File: src/rtl/ping_sequencer_if.sv
// Bus bundle between the ping sequencer and its controller/storage side.
// The sequencer uses the slave modport; the controlling side uses master.
interface ping_sequencer_if;
    localparam int unsigned IDX_W = 8;
    localparam int unsigned CNT_W = 16;

    logic             start;
    logic             abort;
    logic [IDX_W-1:0] num_pings;
    logic [CNT_W-1:0] tx_cycles;
    logic [CNT_W-1:0] mic_delay;
    logic [CNT_W-1:0] capture_len;
    logic [CNT_W-1:0] ping_period;
    logic             capture_done;

    logic             transmitter_on;
    logic             mic_on;
    logic             busy;
    logic             done;
    logic [IDX_W-1:0] ping_index;
    logic             error;

    modport master (
        output start, abort, num_pings, tx_cycles, mic_delay, capture_len,
               ping_period, capture_done,
        input  transmitter_on, mic_on, busy, done, ping_index, error
    );

    modport slave (
        input  start, abort, num_pings, tx_cycles, mic_delay, capture_len,
               ping_period, capture_done,
        output transmitter_on, mic_on, busy, done, ping_index, error
    );
endinterface

File: src/rtl/ping_sequencer.sv
// Ultrasonic ping sequencer: runs num_pings bursts, each with a transmit
// burst, a microphone capture window, an optional storage acknowledge wait
// and a gap that pads the ping out to ping_period cycles.
// Optional feature: define PING_SEQ_ACK_TIMEOUT_EN to abandon a sequence
// (sticky error) when the acknowledge wait reaches 65535 cycles.
module ping_sequencer (
    input  logic             clk_in,
    input  logic             reset,
    ping_sequencer_if.slave  bus
);
    localparam int unsigned IDX_W = 8;
    localparam int unsigned CNT_W = 16;

    localparam logic [2:0] S_IDLE = 3'd0;
    localparam logic [2:0] S_PING = 3'd1;
    localparam logic [2:0] S_ACK  = 3'd2;
    localparam logic [2:0] S_GAP  = 3'd3;
    localparam logic [2:0] S_DONE = 3'd4;

    logic [2:0]       state_q, state_d;
    logic [CNT_W-1:0] t_q, t_d;
    logic [IDX_W-1:0] idx_q, idx_d;
    logic [IDX_W-1:0] n_q, n_d;
    logic [CNT_W-1:0] tx_q, tx_d;
    logic [CNT_W-1:0] md_q, md_d;
    logic [CNT_W-1:0] cl_q, cl_d;
    logic [CNT_W-1:0] per_q, per_d;

    logic transmitter_on_q, transmitter_on_d;
    logic mic_on_q, mic_on_d;
    logic busy_q, busy_d;
    logic done_q, done_d;

`ifdef PING_SEQ_ACK_TIMEOUT_EN
    logic [CNT_W-1:0] ack_cnt_q, ack_cnt_d;
    logic             error_q, error_d;
`endif

    logic [CNT_W-1:0] t_sat_inc;
    logic [CNT_W:0]   t_plus1;
    logic [CNT_W:0]   mic_end_q;
    logic [CNT_W:0]   win_end;
    logic [CNT_W:0]   mic_end_d;

    // Window end of the current ping: the later of burst end and mic window end.
    always_comb begin
        mic_end_q = {1'b0, md_q} + {1'b0, cl_q};
        win_end   = ({1'b0, tx_q} > mic_end_q) ? {1'b0, tx_q} : mic_end_q;
        t_plus1   = {1'b0, t_q} + (CNT_W+1)'(1);
        t_sat_inc = (t_q == {CNT_W{1'b1}}) ? t_q : t_q + CNT_W'(1);
    end

    // Next-state, counters, parameter latches and decoded output values.
    always_comb begin
        state_d = state_q;
        t_d     = t_q;
        idx_d   = idx_q;
        n_d     = n_q;
        tx_d    = tx_q;
        md_d    = md_q;
        cl_d    = cl_q;
        per_d   = per_q;
`ifdef PING_SEQ_ACK_TIMEOUT_EN
        ack_cnt_d = ack_cnt_q;
        error_d   = error_q;
`endif

        case (state_q)
            S_IDLE: begin
                if (bus.start) begin
                    n_d     = bus.num_pings;
                    tx_d    = bus.tx_cycles;
                    md_d    = bus.mic_delay;
                    cl_d    = bus.capture_len;
                    per_d   = bus.ping_period;
                    t_d     = '0;
                    idx_d   = '0;
                    state_d = (bus.num_pings != '0) ? S_PING : S_DONE;
`ifdef PING_SEQ_ACK_TIMEOUT_EN
                    error_d = 1'b0;
`endif
                end
            end
            S_PING: begin
                t_d = t_sat_inc;
                if (t_plus1 >= win_end) begin
                    state_d = (cl_q == '0) ? S_GAP : S_ACK;
                end
`ifdef PING_SEQ_ACK_TIMEOUT_EN
                ack_cnt_d = '0;
`endif
            end
            S_ACK: begin
                t_d = t_sat_inc;
                if (bus.capture_done) begin
                    state_d = S_GAP;
                end
`ifdef PING_SEQ_ACK_TIMEOUT_EN
                else if (ack_cnt_q == CNT_W'(16'hFFFE)) begin
                    state_d = S_IDLE;
                    error_d = 1'b1;
                end else begin
                    ack_cnt_d = ack_cnt_q + CNT_W'(1);
                end
`endif
            end
            S_GAP: begin
                t_d = t_sat_inc;
                if (t_plus1 >= {1'b0, per_q}) begin
                    if (({1'b0, idx_q} + (IDX_W+1)'(1)) < {1'b0, n_q}) begin
                        state_d = S_PING;
                        t_d     = '0;
                        idx_d   = idx_q + IDX_W'(1);
                    end else begin
                        state_d = S_DONE;
                    end
                end
            end
            S_DONE: begin
                state_d = S_IDLE;
            end
            default: begin
                state_d = S_IDLE;
            end
        endcase

        if (bus.abort && (state_q != S_IDLE)) begin
            state_d = S_IDLE;
        end

        // Outputs are registered copies of what the next state/counter decode to.
        mic_end_d        = {1'b0, md_d} + {1'b0, cl_d};
        transmitter_on_d = (state_d == S_PING) && (t_d < tx_d);
        mic_on_d         = (state_d == S_PING) && (t_d >= md_d) && ({1'b0, t_d} < mic_end_d);
        busy_d           = (state_d == S_PING) || (state_d == S_ACK) || (state_d == S_GAP);
        done_d           = (state_d == S_DONE);
    end

    // State and output registers with synchronous reset.
    always_ff @(posedge clk_in) begin
        if (reset) begin
            state_q          <= S_IDLE;
            t_q              <= '0;
            idx_q            <= '0;
            n_q              <= '0;
            tx_q             <= '0;
            md_q             <= '0;
            cl_q             <= '0;
            per_q            <= '0;
            transmitter_on_q <= 1'b0;
            mic_on_q         <= 1'b0;
            busy_q           <= 1'b0;
            done_q           <= 1'b0;
`ifdef PING_SEQ_ACK_TIMEOUT_EN
            ack_cnt_q        <= '0;
            error_q          <= 1'b0;
`endif
        end else begin
            state_q          <= state_d;
            t_q              <= t_d;
            idx_q            <= idx_d;
            n_q              <= n_d;
            tx_q             <= tx_d;
            md_q             <= md_d;
            cl_q             <= cl_d;
            per_q            <= per_d;
            transmitter_on_q <= transmitter_on_d;
            mic_on_q         <= mic_on_d;
            busy_q           <= busy_d;
            done_q           <= done_d;
`ifdef PING_SEQ_ACK_TIMEOUT_EN
            ack_cnt_q        <= ack_cnt_d;
            error_q          <= error_d;
`endif
        end
    end

    assign bus.transmitter_on = transmitter_on_q;
    assign bus.mic_on         = mic_on_q;
    assign bus.busy           = busy_q;
    assign bus.done           = done_q;
    assign bus.ping_index     = idx_q;
`ifdef PING_SEQ_ACK_TIMEOUT_EN
    assign bus.error          = error_q;
`else
    assign bus.error          = 1'b0;
`endif
endmodule

File: src/flat_wrapper.sv
// flat-port wrapper written by rule: the top's interface ports become plain ports
module ping_sequencer_flat 
  (clk_in, reset, bus_start, bus_abort, bus_num_pings, bus_tx_cycles, bus_mic_delay, bus_capture_len, bus_ping_period, bus_capture_done, bus_transmitter_on, bus_mic_on, bus_busy, bus_done, bus_ping_index, bus_error);
  ping_sequencer_if bus_i ();
  input  logic clk_in;
  input  logic reset;
  input wire logic [$bits(bus_i.start)-1:0] bus_start;
  input wire logic [$bits(bus_i.abort)-1:0] bus_abort;
  input wire logic [$bits(bus_i.num_pings)-1:0] bus_num_pings;
  input wire logic [$bits(bus_i.tx_cycles)-1:0] bus_tx_cycles;
  input wire logic [$bits(bus_i.mic_delay)-1:0] bus_mic_delay;
  input wire logic [$bits(bus_i.capture_len)-1:0] bus_capture_len;
  input wire logic [$bits(bus_i.ping_period)-1:0] bus_ping_period;
  input wire logic [$bits(bus_i.capture_done)-1:0] bus_capture_done;
  output wire logic [$bits(bus_i.transmitter_on)-1:0] bus_transmitter_on;
  output wire logic [$bits(bus_i.mic_on)-1:0] bus_mic_on;
  output wire logic [$bits(bus_i.busy)-1:0] bus_busy;
  output wire logic [$bits(bus_i.done)-1:0] bus_done;
  output wire logic [$bits(bus_i.ping_index)-1:0] bus_ping_index;
  output wire logic [$bits(bus_i.error)-1:0] bus_error;
  assign bus_i.start = bus_start;
  assign bus_i.abort = bus_abort;
  assign bus_i.num_pings = bus_num_pings;
  assign bus_i.tx_cycles = bus_tx_cycles;
  assign bus_i.mic_delay = bus_mic_delay;
  assign bus_i.capture_len = bus_capture_len;
  assign bus_i.ping_period = bus_ping_period;
  assign bus_i.capture_done = bus_capture_done;
  assign bus_transmitter_on = bus_i.transmitter_on;
  assign bus_mic_on = bus_i.mic_on;
  assign bus_busy = bus_i.busy;
  assign bus_done = bus_i.done;
  assign bus_ping_index = bus_i.ping_index;
  assign bus_error = bus_i.error;
  ping_sequencer u_core (.clk_in(clk_in), .reset(reset), .bus(bus_i));
endmodule
File: config.mk
export PLATFORM = sky130hd
export DESIGN_NAME = ping_sequencer_flat
export DESIGN_NICKNAME = d
export VERILOG_FILES = /design/src/rtl/ping_sequencer_if.sv /design/src/rtl/ping_sequencer.sv /design/src/flat_wrapper.sv
export SDC_FILE = /design/constraint.sdc
export NUM_CORES = 1
export LEC_CHECK = 0
export ABC_AREA = 1
export BUFFER_PORTS_ARGS = -buffer_cell sky130_fd_sc_hd__buf_4
export CAP_MARGIN = 20
export CORE_MARGIN = 2
export CORE_UTILIZATION = 61
export DETAILED_ROUTE_END_ITERATION = 6
export HOLD_SLACK_MARGIN = 0.02
export PLACE_DENSITY = 0.82
export SYNTH_ARGS = -nofsm -noshare
export SYNTH_HDL_FRONTEND = slang
export SYNTH_SLANG_ARGS = --single-unit
File: constraint.sdc
create_clock -name clk_in -period 6.4 [get_ports clk_in]
set_clock_uncertainty 0.15 [all_clocks]
set_input_delay 1.28 -clock clk_in [delete_from_list [all_inputs] [get_ports clk_in]]
set_output_delay 1.28 -clock clk_in [all_outputs]
set_load 0.01 [all_outputs]
==> results.sh <==
export IMPL_synth_cell_types=54
export IMPL_whs_path_depth=2
export IMPL_port_buffers=88
export IMPL_grt_pass1_wl_mm=38.18
export IMPL_tritoncts="yes"
export IMPL_clock_fmax_mhz=170.3
export IMPL_synth_fp_nets=1412
export IMPL_post_dp_hpwl_mm=18.37
export IMPL_ys_warn_count=0
export IMPL_power_density_nw_per_um2=214.7
export IMPL_ys_seq_elements=103
export IMPL_first_global_vias=7667
export IMPL_wire_per_inst_um=16.32
export IMPL_critPathRequiredTime_ps=6550
export IMPL_setup_tns_ps=0
export IMPL_setup_viol=0
export IMPL_rows=43
export IMPL_fin_nets=1485
export IMPL_antenna_cells=0
export IMPL_r2r_slack_ps=530
export IMPL_die_height_um=123.0
export IMPL_hp_start="u_core.per_q[3]"
export IMPL_finalCriticalPeriod_ps=5871
export IMPL_rr_endpoint="u_core.bus.mic_on"
export IMPL_initial_core_util_pct=62.24
export IMPL_synth_edf_count=0
export IMPL_synthCells=1197
export IMPL_track_usage_pct=32.52
export IMPL_vdd_ir_drop_max_v=0.0001467
export IMPL_hold_viol=0
export IMPL_drv_slew=0
export IMPL_worstSetupStartpointType="register"
export IMPL_syn_area_sq_um=8640
export IMPL_rr_startpoint="u_core.cl_q[0]"
export IMPL_asyncSetResetFlopFracSynth_pct=0
export IMPL_io_pins=90
export IMPL_worst_slack_ps=528.7
export IMPL_grt_antenna_before_repair=0
export IMPL_crit_path_frequent_cell="nand2_1"
export IMPL_synth_avg_cell_area_sq_um=7.218
export IMPL_layout_common_cells="nand2_1 (176), inv_1 (171), ha_1 (136)"
export IMPL_viasPerCell=5.659
export IMPL_dp_slack_ps=450.2
export IMPL_coreArea_sq_um=13880
export IMPL_clock_sinks=103
export IMPL_tightest_slew_ps=1030
export IMPL_root_buffer="clkbuf_16"
export IMPL_min_path_type="register to register"
export IMPL_cts_path_max_buffers=2
export IMPL_areaGrowthSynthToFinish_pct=13.29
export IMPL_hold_buffers=0
export IMPL_crit_path_end_kind="register"
export IMPL_max_slew_margin_pct=31.24
export IMPL_min_period_over_period_pct=91.74
export IMPL_layout_commonest_cell="nand2_1"
export IMPL_power_leakage_nw=5.034
export IMPL_drc=0
export IMPL_place_congestion=0.9690
export IMPL_vias=8234
export IMPL_cts_buffers=9
export IMPL_arrival_ps=6020
export IMPL_grt_max_degree=96
export IMPL_first_pass_iters=5
export IMPL_synth_top_flop_cell="dfxtp_1"
export IMPL_cp_top_family="simple AND/OR/NAND/NOR gates"
export IMPL_ant_nets=0
export IMPL_drtIter0Drc=614
export IMPL_worst_skew_pair_late_latency_ps=360
export IMPL_path_buf_inv=1
export IMPL_whs_endpoint="u_core.per_q[3]"
export IMPL_reg2regPathDepth=33
export IMPL_gr_total_overflow=0
export IMPL_maxCapViolations=0
export IMPL_nFillCells=1222
export IMPL_die_width_um=123.0
export IMPL_max_stage_delay_ps=400
export IMPL_grt_setup_unrepaired="false"
export IMPL_cp_max_fo=18
export IMPL_finalWirelength_mm=23.75
export IMPL_status="finished clean"
export IMPL_p_total_mw=2.102
export IMPL_htree_levels=3
export IMPL_hold_slack_ps=314.3
export IMPL_die_area_sq_um=15130
export IMPL_critPathSlowestCell="fa_1"
export IMPL_cts_reportedPaths_clkPinSlew_ps=80
export IMPL_layout_drive_gt1_share_pct=12.86
export IMPL_crit_type="register to register"
export IMPL_ys_seq_area_share_pct=23.87
## cells in the mapped netlist, types with 3 or more instances
master | instances | share of area [%]
nand2_1 | 176 | 7.6
inv_1 | 171 | 7.4
ha_1 | 136 | 20
a21oi_1 | 116 | 6.7
dfxtp_1 | 103 | 24
nor2_1 | 90 | 3.9
o21ai_0 | 83 | 4.8
xor2_1 | 39 | 4.0
clkbuf_1 | 31 | 1.3
nand3_1 | 28 | 1.6
a211oi_1 | 19 | 1.7
a31oi_1 | 19 | 1.4
nand4_1 | 19 | 1.4
or2_2 | 16 | 1.2
a22oi_1 | 15 | 1.3
and2_1 | 15 | 1.1
mux2i_1 | 15 | 1.7
nor3_1 | 13 | 0.75
xnor2_1 | 10 | 1.0
nor2_2 | 7 | 0.51
o21bai_1 | 7 | 0.61
buf_2 | 6 | 0.35
inv_2 | 5 | 0.22
nand2_2 | 5 | 0.36
o211ai_1 | 5 | 0.43
a21o_1 | 4 | 0.35
nand3b_1 | 4 | 0.35
o21ai_1 | 4 | 0.23
a2111oi_0 | 3 | 0.30
## registers in the layout (all words and copies together) (netlist names)
signal                     cells
u_core.bus.mic_on              1
u_core.n_q                     8
u_core.cl_q                   16
u_core.bus.ping_index          8
u_core.tx_q                   16
u_core.bus.transmitter_on      1
u_core.state_q                 3
u_core.bus.busy                1
u_core.md_q                   16
u_core.t_q                    16
u_core.per_q                  16
u_core.bus.done                1
## tightest hold or removal path, cell delays in order, from the launching register on
cell and delay, ps:
dfxtp_1 300, inv_1 60, a21oi_1 60
## metrics by stage
step                instance area, sq um  util (%)  instances
finish                              9788     70.52       1455
global route                        9788     70.52       1455
CTS                                 9743     70.19       1451
detailed placement                  9463     68.17       1435
global placement                    9463     68.17       1435
floorplan                           8640         -       1197
## report_power, final
part	total, mW	internal [mW]	leakage (nW)	switching [mW]
combinational	0.838	0.331	4.05	0.507
clock	0.547	0.269	0.138	0.278
sequential	0.717	0.685	0.847	0.0321
## how the worst max path moves through the flow
stage                              start                 to  slack, ps  depth (start not counted)
final                     u_core.cl_q[0]  u_core.bus.mic_on        530                         33
after global routing      u_core.cl_q[0]  u_core.bus.mic_on         20                         35
after CTS                 u_core.cl_q[0]  u_core.bus.mic_on        390                         35
after detailed placement  u_core.cl_q[0]  u_core.bus.mic_on        450                         32
after global placement    u_core.cl_q[0]  u_core.bus.mic_on        500                         32
after floorplan                bus_start  u_core.bus.mic_on       1260                         27
## routing by layer
layer / global-route usage (%) / wire [um] / part of all wire [%]
met5: 0 / 0 / 0
met1: 42.78 / 10740 / 45
met2: 52.80 / 10710 / 45
met4: 12.14 / 833 / 3.5
met3: 6.411 / 1467 / 6.2
## cell type report
cell class                      count  area (sq um)  area share (%)
Tap cell                          180         225.2           2.301
Multi-Input combinational cell    877          5774           58.99
Clock inverter                      7         55.05          0.5624
Sequential cell                   103          2062           21.07
Inverter                          177         664.4           6.788
Timing Repair Buffer              102         782.0           7.989
Clock buffer                        9         225.2           2.301
## what timing repair did
action | 4_1_cts | 5_1_grt
gates resized for setup | 0 | 4
setup endpoints to repair | 0 | 1
buffers inserted | 0 | 4
## cells by family after synthesis
kind of cell,synth area share [%]
compound gates,19.30
xor+xnor,4.967
fa+ha+maj,20.16
buf+inv,9.645
flops,23.87
mux,1.738
other cells,0.04341
simple gates,20.27
Note: power is estimated with default switching activity, not from simulation.
